## src/rtl/fabric_pkg.sv

```systemverilog
// Shared fabric definitions: error codes and the per-lane tag configuration record.
package fabric_pkg;

  localparam int TAG_WIDTH_MAX = 16;

  localparam logic [15:0] CFG_TAG_INTERLEAVER_DUP_TAG      = 16'h0011;
  localparam logic [15:0] RT_TAG_INTERLEAVER_DISABLED_LANE = 16'h0104;

  // Tags narrower than TAG_WIDTH_MAX are zero-extended into this record.
  typedef struct packed {
    logic                     en;
    logic [TAG_WIDTH_MAX-1:0] tag;
  } lane_cfg_t;

  function automatic logic [15:0] min_code(input logic [15:0] a, input logic [15:0] b);
    return (a < b) ? a : b;
  endfunction

endpackage

```

## src/rtl/fabric_sync_fifo.sv

```systemverilog
// Single-clock FIFO with registered pointers and an occupancy counter.
module fabric_sync_fifo #(
  parameter int DEPTH = 2,
  parameter int WIDTH = 8
) (
  input  logic             clk,
  input  logic             rst,
  input  logic             push_i,
  input  logic [WIDTH-1:0] push_data_i,
  input  logic             pop_i,
  output logic [WIDTH-1:0] pop_data_o,
  output logic             full_o,
  output logic             empty_o
);

  localparam int AW = (DEPTH > 1) ? $clog2(DEPTH) : 1;
  localparam int CW = $clog2(DEPTH + 1);

  logic [WIDTH-1:0] mem_q [DEPTH];
  logic [AW-1:0]    wr_q, wr_d;
  logic [AW-1:0]    rd_q, rd_d;
  logic [CW-1:0]    cnt_q, cnt_d;
  logic             do_push;
  logic             do_pop;

  always_comb begin
    full_o     = (cnt_q == CW'(DEPTH));
    empty_o    = (cnt_q == '0);
    do_push    = push_i && !full_o;
    do_pop     = pop_i && !empty_o;
    wr_d       = do_push ? wr_q + AW'(1) : wr_q;
    rd_d       = do_pop ? rd_q + AW'(1) : rd_q;
    cnt_d      = cnt_q + CW'(do_push) - CW'(do_pop);
    pop_data_o = mem_q[rd_q];
  end

  // Power-of-two depth lets the pointers wrap on natural overflow.
  always_ff @(posedge clk) begin
    if (rst) begin
      wr_q  <= '0;
      rd_q  <= '0;
      cnt_q <= '0;
    end else begin
      wr_q  <= wr_d;
      rd_q  <= rd_d;
      cnt_q <= cnt_d;
    end
  end

  always_ff @(posedge clk) begin
    if (do_push) begin
      mem_q[wr_q] <= push_data_i;
    end
  end

endmodule

```

## src/rtl/fabric_tag_interleaver.sv

```systemverilog
// Merges untagged lanes into one {tag, value} stream via round-robin arbitration
// into a small output FIFO; flags duplicate tags and valid on disabled lanes.
module fabric_tag_interleaver
  import fabric_pkg::*;
#(
  parameter int NUM_INPUTS = 4,
  parameter int DATA_WIDTH = 32,
  parameter int TAG_WIDTH  = 4,
  parameter int FIFO_DEPTH = 2,
  localparam int PAYLOAD_WIDTH = DATA_WIDTH + TAG_WIDTH,
  localparam int CONFIG_WIDTH  = NUM_INPUTS * (1 + TAG_WIDTH)
) (
  input  logic                               clk,
  input  logic                               rst,
  input  logic [NUM_INPUTS-1:0]              in_valid,
  output logic [NUM_INPUTS-1:0]              in_ready,
  input  logic [NUM_INPUTS*DATA_WIDTH-1:0]   in_data,
  output logic                               out_valid,
  input  logic                               out_ready,
  output logic [PAYLOAD_WIDTH-1:0]           out_data,
  input  logic [CONFIG_WIDTH-1:0]            cfg_data,
  output logic                               error_valid,
  output logic [15:0]                        error_code
);

  localparam int                LANE_CFG_W = 1 + TAG_WIDTH;
  localparam int                PTR_W      = $clog2(NUM_INPUTS);
  localparam logic [PTR_W:0]    SUM_N      = (PTR_W + 1)'(NUM_INPUTS);

  if (NUM_INPUTS < 2) begin : g_bad_inputs
    $fatal(1, "fabric_tag_interleaver: NUM_INPUTS must be >= 2");
  end
  if (DATA_WIDTH < 1) begin : g_bad_data
    $fatal(1, "fabric_tag_interleaver: DATA_WIDTH must be >= 1");
  end
  if (TAG_WIDTH < 1 || TAG_WIDTH > TAG_WIDTH_MAX) begin : g_bad_tag
    $fatal(1, "fabric_tag_interleaver: TAG_WIDTH out of range");
  end
  if (FIFO_DEPTH < 2 || (FIFO_DEPTH & (FIFO_DEPTH - 1)) != 0) begin : g_bad_depth
    $fatal(1, "fabric_tag_interleaver: FIFO_DEPTH must be a power of 2 >= 2");
  end

  lane_cfg_t                cfg_lane [NUM_INPUTS];
  logic [NUM_INPUTS-1:0]    eligible;
  logic [NUM_INPUTS-1:0]    stray_valid;
  logic [NUM_INPUTS-1:0]    rotated;
  logic [NUM_INPUTS-1:0]    grant;
  logic [PTR_W-1:0]         offset;
  logic [PTR_W-1:0]         grant_idx;
  logic [PTR_W:0]           grant_sum;
  logic [PTR_W:0]           next_sum;
  logic                     any_elig;
  logic [PTR_W-1:0]         rr_q, rr_d;
  logic                     accept;
  logic [PAYLOAD_WIDTH-1:0] push_data;
  logic                     fifo_full;
  logic                     fifo_empty;
  logic                     dup_tag;
  logic [15:0]              fire_code;
  logic                     err_valid_q, err_valid_d;
  logic [15:0]              err_code_q, err_code_d;

  always_comb begin
    for (int i = 0; i < NUM_INPUTS; i++) begin
      cfg_lane[i].en  = cfg_data[i*LANE_CFG_W + TAG_WIDTH];
      cfg_lane[i].tag = TAG_WIDTH_MAX'(cfg_data[i*LANE_CFG_W +: TAG_WIDTH]);
      eligible[i]     = cfg_lane[i].en && in_valid[i];
      stray_valid[i]  = in_valid[i] && !cfg_lane[i].en;
    end
  end

  // Rotate so rr_q sits at bit 0, pick the lowest set bit, rotate the index back.
  always_comb begin
    rotated  = NUM_INPUTS'({eligible, eligible} >> rr_q);
    offset   = '0;
    any_elig = 1'b0;
    for (int k = NUM_INPUTS - 1; k >= 0; k--) begin
      if (rotated[k]) begin
        offset   = PTR_W'(k);
        any_elig = 1'b1;
      end
    end
    grant_sum = {1'b0, rr_q} + {1'b0, offset};
    if (grant_sum >= SUM_N) begin
      grant_sum = grant_sum - SUM_N;
    end
    grant_idx = grant_sum[PTR_W-1:0];
    grant     = '0;
    if (any_elig) begin
      grant[grant_idx] = 1'b1;
    end
  end

  // Handshake: a lane transfers on a cycle with in_valid && in_ready. in_ready
  // depends combinationally on in_valid (through the grant) but in_valid must
  // never wait on in_ready. The output side transfers on out_valid && out_ready.
  always_comb begin
    in_ready  = grant & {NUM_INPUTS{!fifo_full && !rst}};
    accept    = |(in_valid & in_ready);
    push_data = '0;
    for (int i = 0; i < NUM_INPUTS; i++) begin
      if (grant[i]) begin
        push_data = {cfg_lane[i].tag[TAG_WIDTH-1:0], in_data[i*DATA_WIDTH +: DATA_WIDTH]};
      end
    end
    next_sum = {1'b0, grant_idx} + (PTR_W + 1)'(1);
    if (next_sum >= SUM_N) begin
      next_sum = next_sum - SUM_N;
    end
    rr_d = accept ? next_sum[PTR_W-1:0] : rr_q;
  end

  always_comb begin
    dup_tag = 1'b0;
    for (int i = 0; i < NUM_INPUTS; i++) begin
      for (int j = i + 1; j < NUM_INPUTS; j++) begin
        if (cfg_lane[i].en && cfg_lane[j].en && (cfg_lane[i].tag == cfg_lane[j].tag)) begin
          dup_tag = 1'b1;
        end
      end
    end
  end

  // When several errors fire together the numerically lowest code is captured.
  always_comb begin
    fire_code = 16'hFFFF;
    if (dup_tag) begin
      fire_code = min_code(fire_code, CFG_TAG_INTERLEAVER_DUP_TAG);
    end
    if (|stray_valid) begin
      fire_code = min_code(fire_code, RT_TAG_INTERLEAVER_DISABLED_LANE);
    end
    err_valid_d = err_valid_q;
    err_code_d  = err_code_q;
    if (!err_valid_q && (dup_tag || |stray_valid)) begin
      err_valid_d = 1'b1;
      err_code_d  = fire_code;
    end
  end

  always_ff @(posedge clk) begin
    if (rst) begin
      rr_q        <= '0;
      err_valid_q <= 1'b0;
      err_code_q  <= '0;
    end else begin
      rr_q        <= rr_d;
      err_valid_q <= err_valid_d;
      err_code_q  <= err_code_d;
    end
  end

  fabric_sync_fifo #(
    .DEPTH (FIFO_DEPTH),
    .WIDTH (PAYLOAD_WIDTH)
  ) u_out_fifo (
    .clk         (clk),
    .rst         (rst),
    .push_i      (accept),
    .push_data_i (push_data),
    .pop_i       (out_ready),
    .pop_data_o  (out_data),
    .full_o      (fifo_full),
    .empty_o     (fifo_empty)
  );

  assign out_valid   = !fifo_empty;
  assign error_valid = err_valid_q;
  assign error_code  = err_code_q;

endmodule

```

## config.mk

```make
export PLATFORM = sky130hd
export DESIGN_NAME = fabric_tag_interleaver
export DESIGN_NICKNAME = d
export VERILOG_FILES = /design/src/rtl/fabric_pkg.sv /design/src/rtl/fabric_sync_fifo.sv /design/src/rtl/fabric_tag_interleaver.sv
export SDC_FILE = /design/constraint.sdc
export NUM_CORES = 1
export LEC_CHECK = 0
export CAP_MARGIN = 40
export CORE_MARGIN = 10
export CORE_UTILIZATION = 43
export DETAILED_ROUTE_END_ITERATION = 16
export GPL_ROUTABILITY_DRIVEN = 0
export MAX_ROUTING_LAYER = met4
export PLACE_DENSITY = 0.89
export SLEW_MARGIN = 30
export SYNTH_ARGS = -nofsm -noshare
export SYNTH_HDL_FRONTEND = slang
export SYNTH_SLANG_ARGS = --single-unit
```

## constraint.sdc

```tcl
create_clock -name clk -period 6.9 [get_ports clk]
set_clock_uncertainty 0.1 [all_clocks]
set_input_delay 1.035 -clock clk [delete_from_list [all_inputs] [get_ports clk]]
set_output_delay 1.035 -clock clk [all_outputs]
set_load 0.05 [all_outputs]
```

==> run_results.csv <==
group,metric,value,unit
placement,io_buffers,212,
timing,min_period_over_period,84.4,%
synth,ys_seq_area_share,49.2,%
worst_setup_path,crit_family,"buffers and inverters",
timing,slew_headroom,55.8,%
timing,hold_viol,0,
timing,final.setup.worst_slack,1.08,ns
cells_and_area,fin_area,7390,um^2
worst_hold_path,hold_start,"error_code[4]",
route,ant_nets,0,
worst_hold_path,min_path_type,"reg -> reg",
clocking,clk_pin_slew,0.06,ns
worst_setup_path,cp_slowest_cell,"clkdlybuf4s50_1",
route,drt_iter0_markers,213,
timing,worstMarginPinSlew,0.663,ns
timing,timing.final.crit_period,5.82,ns
synth,synth-seq-cells,83,
clocking,cts_resized,0,
timing,rsz0062_at_grt,"no",
cells_and_area,n_fill_cell,795,
clocking,cts-htree-levels,3,
clocking,cts_made_buffers,9,
grt,grt_pass1_wl,22500,um
floorplan,coreArea,10900,um^2
flow_run,maxCapViolCount,0,
worst_setup_path,r2r_cells,15,
floorplan,die_area,15900,um^2
synth,synthArstFlopShare,0,%
timing,setup_viol,0,
floorplan,die_x,126,um
synth,syn_inst,349,
cells_and_area,instances_no_fill,695,
worst_setup_path,r2r_end,"u_out_fifo.mem_q[0][19]",
clocking,worstSkewPairLatency,0.33,ns
clocking,postCtsSetupBuffers,0,
worst_setup_path,crit_path_start_kind,"primary input",
worst_setup_path,cp.buffers_inverters,3,
route,via_count,3779,
synth,synth_fp_nets,507,
worst_setup_path,worst_ep_arrival_time,4.69,ns
worst_setup_path,rr_startpoint,"rr_q[0]",
timing,clock.fmax,172,MHz
placement,dp_hpwl,11600,um
synth,yosys-top-cells-area,"edfxtp_1 45%, mux4_2 17%, mux2_2 8.4%, and2_1 5.0%, dfxtp_1 4.5%",
floorplan,num_io_pins,213,
grt,grt.overflow.total,0,
timing,setup-tns-final,0,ns
cells_and_area,drive_gt1_share,19.3,%
worst_setup_path,cp_cell_sequence,"clkdlybuf4s50_1 > and2_1 > nor2b_1 > nor2_1 > a21oi_1 > a21oi_1 > o32ai_1 > ha_2 > nand2b_1 > or4_4 > o2111ai_2 > nor3_4 > buf_4 > nor2_1 > clkdlybuf4s50_1",
worst_setup_path,r2r_setup_slack,2.80,ns
synth,synthesis.area,4840,um^2
clocking,cts_tree,"done",
cells_and_area,syn2layout_area_growth,52.6,%
synth,synth_top_area_cell,"edfxtp_1",
worst_setup_path,cpPeakStageDelay,0.82,ns
placement,dpl_worst_slack,1.13,ns
timing,maxSlewViolCount,0,
route,drc,0,
cells_and_area,fin_util,67.6,%
route,wirelength,14500,um
pwr,powerDensity,366,nW/um^2
synth,synth_top_area_share,44.7,%
grt,track_usage,18.1,%
worst_setup_path,path_class,"in -> out",
worst_hold_path,hold_depth,2,
synth,syn_area_per_cell,13.9,um^2
outcome,status,"finished, final reports clean",
grt,antenna_found_initial,1,
floorplan,std_cell_rows,38,
grt,grt_pass1_vias,4234,
synth,synth_common_cells,"72 x edfxtp_1, 39 x and2_1, 36 x mux2_2, 36 x mux4_2, 15 x inv_1",
clocking,ctsHoldBuffers,0,
route,viasPerCell,5.44,
placement,dpl.cell_count,678,
grt,grt_start_max_net_pins,28,
route,dr.pass1.iters,4,
route,wl_per_cell,20.8,um
placement,placed_cell_area,7090,um^2
cells_and_area,fin_nets,707,
clocking,clk_path_buf_depth,2,
pwr,p_leak,2.61,nW
pwr,power.total,2.71,mW
clocking,clock_sinks,83,
synth,synth_most_common_cell,"edfxtp_1",
floorplan,chipHeight,126,um
worst_setup_path,cp.required,5.76,ns
worst_setup_path,endpoint_kind,"primary output",
floorplan,start_util,44.3,%
worst_setup_path,crit_fanout,25,
synth,synth_cell_type_count,50,
synth,synth_ff_type,"edfxtp_1",
clocking,cts_root_buf,"clkbuf_16",
synth,synth_enable_flop_cells,72,
synth,ys_warn_count,0,
pwr,ir_drop,0.228,mV
worst_hold_path,whs_endpoint,"error_code[4]",
timing,whs,0.419,ns
[worst max-delay path by stage]
stage,from,endpoint,cells after the start,slack [ns]
3_5_place_dp,cfg_data[19],in_ready[1],14,1.13
2_1_floorplan,in_valid[3],in_ready[0],10,1.39
3_3_place_gp,cfg_data[19],in_ready[2],15,1.28
5_1_grt,cfg_data[19],in_ready[1],15,0.87
6_report,cfg_data[19],in_ready[2],15,1.08
4_1_cts,cfg_data[19],in_ready[1],14,1.12
[logic make-up (layout without fill, tap and decap cells)]
group	count (synthesis)	after routing	synth area share (%)
simple gates	94	94	11.4
flops	83	83	49.2
mux	76	76	26.0
buf+inv	45	250	4.70
compound gates	32	32	5.09
xor+xnor	16	16	2.89
fa+ha+maj	3	3	0.775
other cells	0	1	0
[worst min-delay path, stage by stage, from the launching register on]
cell and delay [ns]:
dfxtp_1 0.35, a21oi_1 0.07, nor2_1 0.07
[flip-flops by register name, summed over array words and instances (netlist names), named ones only]
name and flops:
u_out_fifo.rd_q 1, u_out_fifo.wr_q 1, u_out_fifo.mem_q 72, rr_q 2, error_code 3, u_out_fifo.cnt_q 2, error_valid 1
[cell type report]
type                            count  area [um^2]  share of cell area, %
Antenna cell                        1         2.50                 0.0339
Clock buffer                        9          225                   3.05
Clock inverter                      7         75.1                   1.02
Inverter                           15         56.3                  0.762
Multi-Input combinational cell    221         2240                   30.4
Sequential cell                    83         2380                   32.3
Tap cell                          140          175                   2.37
Timing Repair Buffer              219         2230                   30.1
[metal layers]
layer,share of wire [%],GRT usage [%],vias to the layer above,wire length [um]
met5,0,-,-,0
met4,1.8,4.69,0,255
met3,6.1,4.78,22,877
met2,56,33.4,174,8030
met1,37,18.6,1843,5310
li1,-,-,1740,-
[report_power, final]
| group | total (mW) | switching, mW | internal, mW |
|---|---|---|---|
| registers | 0.764 | 0.0414 | 0.722 |
| clock network | 0.476 | 0.194 | 0.282 |
| logic | 1.47 | 0.801 | 0.666 |
[cells in the final DEF, fill, tap and decap left out, drive strengths merged, types with 3 or more instances in the layout]
master,Yosys,routed
a21oi,4,4
and2,39,39
and3,4,4
buf,22,7
clkbuf,8,9
clkdlybuf4s50,0,212
dfxtp,11,11
edfxtp,72,72
ha,3,3
inv,15,17
mux2,37,37
mux2i,3,3
mux4,36,36
nand2,9,9
nand2b,4,4
nand3,4,4
nor2,13,13
nor2b,6,6
nor3,4,4
nor4,4,4
o21ai,3,3
o22ai,5,5
xnor2,8,8
xor2,8,8
Note: power is estimated with default switching activity, not from simulation.
